===== src/rtl/bloom_filter_shifter_pkg.sv =====
// Shared definitions for the Bloom filter aging engine: FSM encoding,
// generation geometry defaults and small arithmetic helpers.
package bloom_filter_shifter_pkg;

  typedef enum logic [1:0] {
    ST_IDLE     = 2'd0,
    ST_RD       = 2'd1,
    ST_WAIT_VLD = 2'd2,
    ST_WR       = 2'd3
  } state_e;

  localparam int GEN_WIDTH_DEF = 9;
  localparam int SDW_DEF       = 36;
  localparam int NUM_GENS      = SDW_DEF / GEN_WIDTH_DEF;

  function automatic logic [15:0] sat_inc16(input logic [15:0] v);
    return (v == 16'hFFFF) ? v : v + 16'd1;
  endfunction

endpackage


===== src/rtl/bloom_filter_shifter_if.sv =====
// Read/write requester port pair toward the SRAM arbiter (rd_1 / wr_1).
interface bloom_filter_shifter_if #(
  parameter int SAW = 19,
  parameter int SDW = 36
);
  logic           rd_req;
  logic [SAW-1:0] rd_addr;
  logic           rd_ack;
  logic           rd_vld;
  logic [SDW-1:0] rd_data;
  logic           wr_req;
  logic [SAW-1:0] wr_addr;
  logic [SDW-1:0] wr_data;
  logic           wr_ack;

  modport master (
    output rd_req, rd_addr, wr_req, wr_addr, wr_data,
    input  rd_ack, rd_vld, rd_data, wr_ack
  );

  modport slave (
    input  rd_req, rd_addr, wr_req, wr_addr, wr_data,
    output rd_ack, rd_vld, rd_data, wr_ack
  );
endinterface


===== src/rtl/bloom_filter_shifter_sweep_timer.sv =====
// Periodic sweep timer merged with the software start pulse into one trigger.
module bloom_filter_shifter_sweep_timer
  import bloom_filter_shifter_pkg::*;
(
  input  logic        clk,
  input  logic        reset,
  input  logic [31:0] sweep_period,
  input  logic        sweep_start,
  output logic        trigger
);

  logic [31:0] count_q, count_d;
  logic [31:0] period_q, period_d;
  logic        fire_s;

  // The active period is only re-sampled at a reload, or continuously while disabled.
  always_comb begin
    count_d  = count_q;
    period_d = period_q;
    fire_s   = 1'b0;
    if (period_q == 32'd0) begin
      period_d = sweep_period;
      count_d  = 32'd0;
    end else if (count_q == period_q - 32'd1) begin
      fire_s   = 1'b1;
      count_d  = 32'd0;
      period_d = sweep_period;
    end else begin
      count_d  = count_q + 32'd1;
    end
  end

  always_ff @(posedge clk) begin
    if (reset) begin
      count_q  <= 32'd0;
      period_q <= 32'd0;
    end else begin
      count_q  <= count_d;
      period_q <= period_d;
    end
  end

  assign trigger = fire_s | sweep_start;

endmodule


===== src/rtl/bloom_filter_shifter.sv =====
// Aging engine: sweeps every SRAM word through read-shift-write, moving each
// generation slice up by one and clearing the newest slice.
module bloom_filter_shifter
  import bloom_filter_shifter_pkg::*;
#(
  parameter int SRAM_ADDR_WIDTH = 19,
  parameter int SRAM_DATA_WIDTH = SDW_DEF,
  parameter int GEN_WIDTH       = GEN_WIDTH_DEF,
  parameter int NUM_WORDS       = 2**19
) (
  input  logic                    clk,
  input  logic                    reset,
  input  logic                    arb_enable,
  input  logic [31:0]             sweep_period,
  input  logic                    sweep_start,
  bloom_filter_shifter_if.master  mem,
  output logic                    sweep_busy,
  output logic                    sweep_done,
  output logic [31:0]             sweep_count,
  output logic [15:0]             sweep_overrun
);

  localparam int SAW = SRAM_ADDR_WIDTH;
  localparam int SDW = SRAM_DATA_WIDTH;
  localparam logic [SAW-1:0] LAST_ADDR = SAW'(NUM_WORDS - 1);

  state_e         state_q, state_d;
  logic [SAW-1:0] addr_q, addr_d;
  logic [SDW-1:0] wr_data_q, wr_data_d;
  logic           busy_q, busy_d;
  logic           done_q, done_d;
  logic [31:0]    count_q, count_d;
  logic [15:0]    overrun_q, overrun_d;
  logic           trigger_s;

  bloom_filter_shifter_sweep_timer u_timer (
    .clk          (clk),
    .reset        (reset),
    .sweep_period (sweep_period),
    .sweep_start  (sweep_start),
    .trigger      (trigger_s)
  );

  // Sweep sequencing, one word in flight, plus trigger bookkeeping.
  always_comb begin
    state_d   = state_q;
    addr_d    = addr_q;
    wr_data_d = wr_data_q;
    busy_d    = busy_q;
    done_d    = 1'b0;
    count_d   = count_q;
    overrun_d = overrun_q;
    case (state_q)
      ST_IDLE: begin
        if (trigger_s && arb_enable) begin
          state_d = ST_RD;
          addr_d  = {SAW{1'b0}};
          busy_d  = 1'b1;
        end else begin
          state_d = ST_IDLE;
        end
      end
      ST_RD: begin
        if (mem.rd_ack) state_d = ST_WAIT_VLD;
        else            state_d = ST_RD;
      end
      ST_WAIT_VLD: begin
        if (mem.rd_vld) begin
          state_d   = ST_WR;
          wr_data_d = {mem.rd_data[SDW-GEN_WIDTH-1:0], {GEN_WIDTH{1'b0}}};
        end else begin
          state_d   = ST_WAIT_VLD;
        end
      end
      ST_WR: begin
        if (mem.wr_ack && (addr_q == LAST_ADDR)) begin
          state_d = ST_IDLE;
          done_d  = 1'b1;
          count_d = count_q + 32'd1;
          busy_d  = 1'b0;
        end else if (mem.wr_ack) begin
          state_d = ST_RD;
          addr_d  = addr_q + SAW'(1);
        end else begin
          state_d = ST_WR;
        end
      end
      default: begin
        state_d = ST_IDLE;
        busy_d  = 1'b0;
      end
    endcase
    if (trigger_s && (busy_q || !arb_enable)) overrun_d = sat_inc16(overrun_q);
    else                                      overrun_d = overrun_q;
  end

  always_ff @(posedge clk) begin
    if (reset) begin
      state_q   <= ST_IDLE;
      addr_q    <= {SAW{1'b0}};
      wr_data_q <= {SDW{1'b0}};
      busy_q    <= 1'b0;
      done_q    <= 1'b0;
      count_q   <= 32'd0;
      overrun_q <= 16'd0;
    end else begin
      state_q   <= state_d;
      addr_q    <= addr_d;
      wr_data_q <= wr_data_d;
      busy_q    <= busy_d;
      done_q    <= done_d;
      count_q   <= count_d;
      overrun_q <= overrun_d;
    end
  end

  // The arbiter re-samples req in the ack cycle, so ack must drop req combinationally.
  assign mem.rd_req  = (state_q == ST_RD) & ~mem.rd_ack & arb_enable;
  assign mem.wr_req  = (state_q == ST_WR) & ~mem.wr_ack & arb_enable;
  assign mem.rd_addr = addr_q;
  assign mem.wr_addr = addr_q;
  assign mem.wr_data = wr_data_q;

  assign sweep_busy    = busy_q;
  assign sweep_done    = done_q;
  assign sweep_count   = count_q;
  assign sweep_overrun = overrun_q;

endmodule


===== src/flat_wrapper.sv =====
// flat-port wrapper written by rule: the top's interface ports become plain ports
module bloom_filter_shifter_flat import bloom_filter_shifter_pkg::*;
#(
  parameter int SRAM_ADDR_WIDTH = 19,
  parameter int SRAM_DATA_WIDTH = SDW_DEF,
  parameter int GEN_WIDTH       = GEN_WIDTH_DEF,
  parameter int NUM_WORDS       = 2**19
)
  (clk, reset, arb_enable, sweep_period, sweep_start, sweep_busy, sweep_done, sweep_count, sweep_overrun, mem_rd_req, mem_rd_addr, mem_wr_req, mem_wr_addr, mem_wr_data, mem_rd_ack, mem_rd_vld, mem_rd_data, mem_wr_ack);
  bloom_filter_shifter_if #(.SAW((19)), .SDW((36))) mem_i ();
  input  logic clk;
  input  logic reset;
  input  logic arb_enable;
  input  logic [31:0] sweep_period;
  input  logic sweep_start;
  output logic sweep_busy;
  output logic sweep_done;
  output logic [31:0] sweep_count;
  output logic [15:0] sweep_overrun;
  output wire logic [$bits(mem_i.rd_req)-1:0] mem_rd_req;
  output wire logic [$bits(mem_i.rd_addr)-1:0] mem_rd_addr;
  output wire logic [$bits(mem_i.wr_req)-1:0] mem_wr_req;
  output wire logic [$bits(mem_i.wr_addr)-1:0] mem_wr_addr;
  output wire logic [$bits(mem_i.wr_data)-1:0] mem_wr_data;
  input wire logic [$bits(mem_i.rd_ack)-1:0] mem_rd_ack;
  input wire logic [$bits(mem_i.rd_vld)-1:0] mem_rd_vld;
  input wire logic [$bits(mem_i.rd_data)-1:0] mem_rd_data;
  input wire logic [$bits(mem_i.wr_ack)-1:0] mem_wr_ack;
  assign mem_rd_req = mem_i.rd_req;
  assign mem_rd_addr = mem_i.rd_addr;
  assign mem_wr_req = mem_i.wr_req;
  assign mem_wr_addr = mem_i.wr_addr;
  assign mem_wr_data = mem_i.wr_data;
  assign mem_i.rd_ack = mem_rd_ack;
  assign mem_i.rd_vld = mem_rd_vld;
  assign mem_i.rd_data = mem_rd_data;
  assign mem_i.wr_ack = mem_wr_ack;
  bloom_filter_shifter #(.SRAM_ADDR_WIDTH(SRAM_ADDR_WIDTH), .SRAM_DATA_WIDTH(SRAM_DATA_WIDTH), .GEN_WIDTH(GEN_WIDTH), .NUM_WORDS(NUM_WORDS)) u_core (.clk(clk), .reset(reset), .arb_enable(arb_enable), .sweep_period(sweep_period), .sweep_start(sweep_start), .mem(mem_i), .sweep_busy(sweep_busy), .sweep_done(sweep_done), .sweep_count(sweep_count), .sweep_overrun(sweep_overrun));
endmodule

===== config.mk =====
export PLATFORM = sky130hd
export DESIGN_NAME = bloom_filter_shifter_flat
export DESIGN_NICKNAME = d
export VERILOG_FILES = /design/src/rtl/bloom_filter_shifter_pkg.sv /design/src/rtl/bloom_filter_shifter_if.sv /design/src/rtl/bloom_filter_shifter_sweep_timer.sv /design/src/rtl/bloom_filter_shifter.sv /design/src/flat_wrapper.sv
export SDC_FILE = /design/constraint.sdc
export NUM_CORES = 1
export LEC_CHECK = 0
export CORE_UTILIZATION = 46
export DETAILED_ROUTE_END_ITERATION = 8
export PLACE_DENSITY = 0.81
export SKIP_LAST_GASP = 1
export SYNTH_ARGS = -nofsm -noshare
export SYNTH_HDL_FRONTEND = slang
export SYNTH_SLANG_ARGS = --single-unit

===== constraint.sdc =====
create_clock -name clk -period 3.4 [get_ports clk]
set_input_delay 0.68 -clock clk [delete_from_list [all_inputs] [get_ports clk]]
set_output_delay 0.68 -clock clk [all_outputs]
set_load 0.02 [all_outputs]

==> results.toml <==
[synth]
ys_warn_count = 0
synth_cell_types = 66
synthCells = 1038
async_reset_ff_frac = 0
ys.flop_type = "dfxtp_1"
syn_avg_cell_area_um2 = 8.21
synth_seq_cells = 162
netlist_area_mm2 = 0.00852
synth-edff-count = 0
yosysSeqAreaShare = 0.381

[route]
wl_per_cell_um = 15.8
vias = 8355
drtIter0Drc = 573
drc = 0
first_pass_iters = 6
wl_met3_um = 1730
top_layer_used = "met4"
wirelength_um = 23500
vias_per_cell = 5.61
wl_met1_um = 9920
ant_nets = 0
wl_met2_um = 11200

[sta]
slew_headroom = 0.416
period_needed_ps = 3490
fin_crit_sh = 1.03
fin_ws_ps = -92.9
max_freq_mhz = 286
skew_ps = 9.66
setup_viol = 20
holdWs_ps = 452
rsz0062_at_grt = "yes"
slew_viol_final = 0
finalHoldViolCount = 0
tightest_slew_ps = 874

[power_and_ir_drop]
combinationalPowerShare = 0.548
p_total_mw = 9.03
swShare = 0.386
power_density_mw_per_mm2 = 770
peakVddDrop_mv = 0.577
leakage_nw = 4.35
power_frac_seq = 0.245
p_clk_frac = 0.207
p_int_mw = 5.55
p_sw_mw = 3.49

[grt]
grt_pass1_wl_um = 37400
grt_usage = 0.237
overflow = 0
grt_pass1_vias = 7848
antenna_found_initial = 0
grt_max_degree = 69

[finish]
seqCellArea_mm2 = 0.00325
fillers = 1528
n_antenna_cell = 0
syn_to_final_growth_pct = 37.7
mostFrequentLayoutCells = "181 x clkdlybuf4s50_1, 159 x dfxtp_1, 124 x nor2_1"
final_common_cell = "clkdlybuf4s50_1"
nNetsFinal = 1330
multiInputGateArea_mm2 = 0.00500
drive_gt1_frac = 0.143

[place]
portBuffers = 182
gp_congestion = 0.918
dp_hpwl_um = 16500

[clock_network]
path_clk_slew_ps = 70
ctsRootBufferMaster = "clkbuf_16"
numClockSinks = 162
h-tree-depth = 4
cts_made_buffers = 17
cts_tree = "built"
cts_buffer_depth = 2
clock_latency_ps = 430

[setup_path]
worstSetupPathType = "reg -> reg"
r2r_end = "u_core.sweep_overrun[14]"
worstPathMaxFanout = 28
reg2reg_slack_ps = -90
cp_data_required_time_ps = 3770
reg2reg_from = "u_core.u_timer.period_q[11]"
crit_path_end_kind = "flip-flop"
r2r_cells = 10
cp.arrival_ps = 3860
worst_setup_path_start_kind = "flip-flop"

[die]
dieArea_mm2 = 0.0191
std_cell_rows = 49
die_h_um = 138
io-pin-count = 201
coreArea_mm2 = 0.0180
die_x_um = 138
start_util = 0.473

[worst_hold_path]
worstHoldPathCells = 2
holdCritStartpoint = "u_core.mem.wr_data[20]"
hp-class = "reg -> reg"
min_to = "u_core.mem.wr_data[20]"

[status]
violations = "setup timing"
status = "complete, but fails checks"

[run]
cap_viol_max_count = 0
==> worst max-delay path, stage by stage (launching register included) <==
cell     delay, ps
dfxtp_2        330
or4_4          560
or4_4          580
or3_1          330
a32oi_1        240
a21oi_2        150
nor4_4         300
a21oi_2        100
buf_12         170
or4_4          510
a21oi_2        140
==> metal layers <==
layer  global-route usage  up-vias
met3               0.0617       53
met4                0.106        0
met5                    0        -
met2                0.386      309
li1                     -     4060
met1                0.293     3933
==> how the worst max path moves through the flow <==
| stage | slack [ps] | startpoint | end | depth (start not counted) |
|---|---|---|---|---|
| after global routing | -190 | u_core.u_timer.period_q[11] | u_core.sweep_overrun[3] | 10 |
| after global placement | -100 | u_core.u_timer.period_q[2] | u_core.mem.rd_addr[7] | 13 |
| after detailed placement | -220 | u_core.u_timer.period_q[0] | u_core.mem.rd_addr[12] | 14 |
| final | -90 | u_core.u_timer.period_q[11] | u_core.sweep_overrun[14] | 10 |
| after floorplan | -2 | u_core.u_timer.period_q[0] | u_core.mem.rd_addr[17] | 13 |
| after CTS | -20 | u_core.u_timer.period_q[0] | u_core.sweep_overrun[3] | 10 |
==> sequential cells by signal (all words and copies together), names as in the netlist <==
register                 cells
u_core.sweep_busy            1
u_core.sweep_done            1
u_core.state_q               2
u_core.u_timer.period_q     32
u_core.u_timer.count_q      32
u_core.mem.rd_addr          19
u_core.sweep_overrun        16
u_core.sweep_count          32
u_core.mem.wr_data          27
==> cell families after synthesis <==
| kind of cell | Yosys count | synth area share |
|---|---|---|
| simple gates | 464 | 0.280 |
| compound gates | 154 | 0.116 |
| fa+ha+maj | 9 | 0.0132 |
| xor+xnor | 94 | 0.0983 |
| buf+inv | 115 | 0.0655 |
| mux | 39 | 0.0460 |
| other cells | 1 | 0.000440 |
| flops | 162 | 0.381 |
==> cells in the mapped netlist (all sizes together), types with 20 or more instances <==
| library cell | count | share of area |
|---|---|---|
| xor2 | 50 | 0.051 |
| nor4 | 23 | 0.018 |
| dfxtp | 162 | 0.38 |
| o31ai | 20 | 0.018 |
| xnor2 | 43 | 0.044 |
| nand3 | 48 | 0.028 |
| nand2 | 105 | 0.046 |
| or4 | 30 | 0.028 |
| mux2i | 38 | 0.045 |
| and3 | 29 | 0.021 |
| buf | 40 | 0.032 |
| nor2 | 126 | 0.056 |
| a21oi | 73 | 0.043 |
| inv | 27 | 0.012 |
| clkbuf | 48 | 0.021 |
==> cell type report <==
cell class / instances / area share
clock buffers: 19 / 0.0378
repair buffers: 268 / 0.215
flip-flops and latches: 162 / 0.277
well taps: 229 / 0.0244
multi-input cells: 770 / 0.426
clock inverters: 13 / 0.0108
inverters: 27 / 0.00864
==> through the flow <==
step                instance area, um2  std cells  TNS (ps)   util  setup slack, ps
detailed placement               10900       1447     -3390  0.603             -224
CTS                              11500       1482      -101  0.640            -20.6
finish                           11700       1488     -1410  0.651            -92.9
floorplan                         8560       1046     -1.79      -            -1.79
global placement                 10900       1447      -984  0.603            -97.8
global route                     11700       1488     -6070  0.651             -195
==> what timing repair did <==
item	CTS	global route
cloned	0	2
endpoints found under the setup margin	34	36
endpoints found under the hold margin	0	0
resized for setup	17	36
hold buffers	0	0
buffers inserted	3	4
pin swaps	12	10
==> power groups by stage <==
stage          logic, mW  registers [mW]  clock network (mW)
2_1_floorplan       2.92            2.21                   0
3_3_place_gp        4.31            2.24                   0
3_5_place_dp        4.38            2.25                   0
4_1_cts             4.69            2.21                1.91
5_1_grt             5.31            2.24                1.99
6_report            4.95            2.22                1.87
No activity file was read; power rests on OpenSTA's default activity.
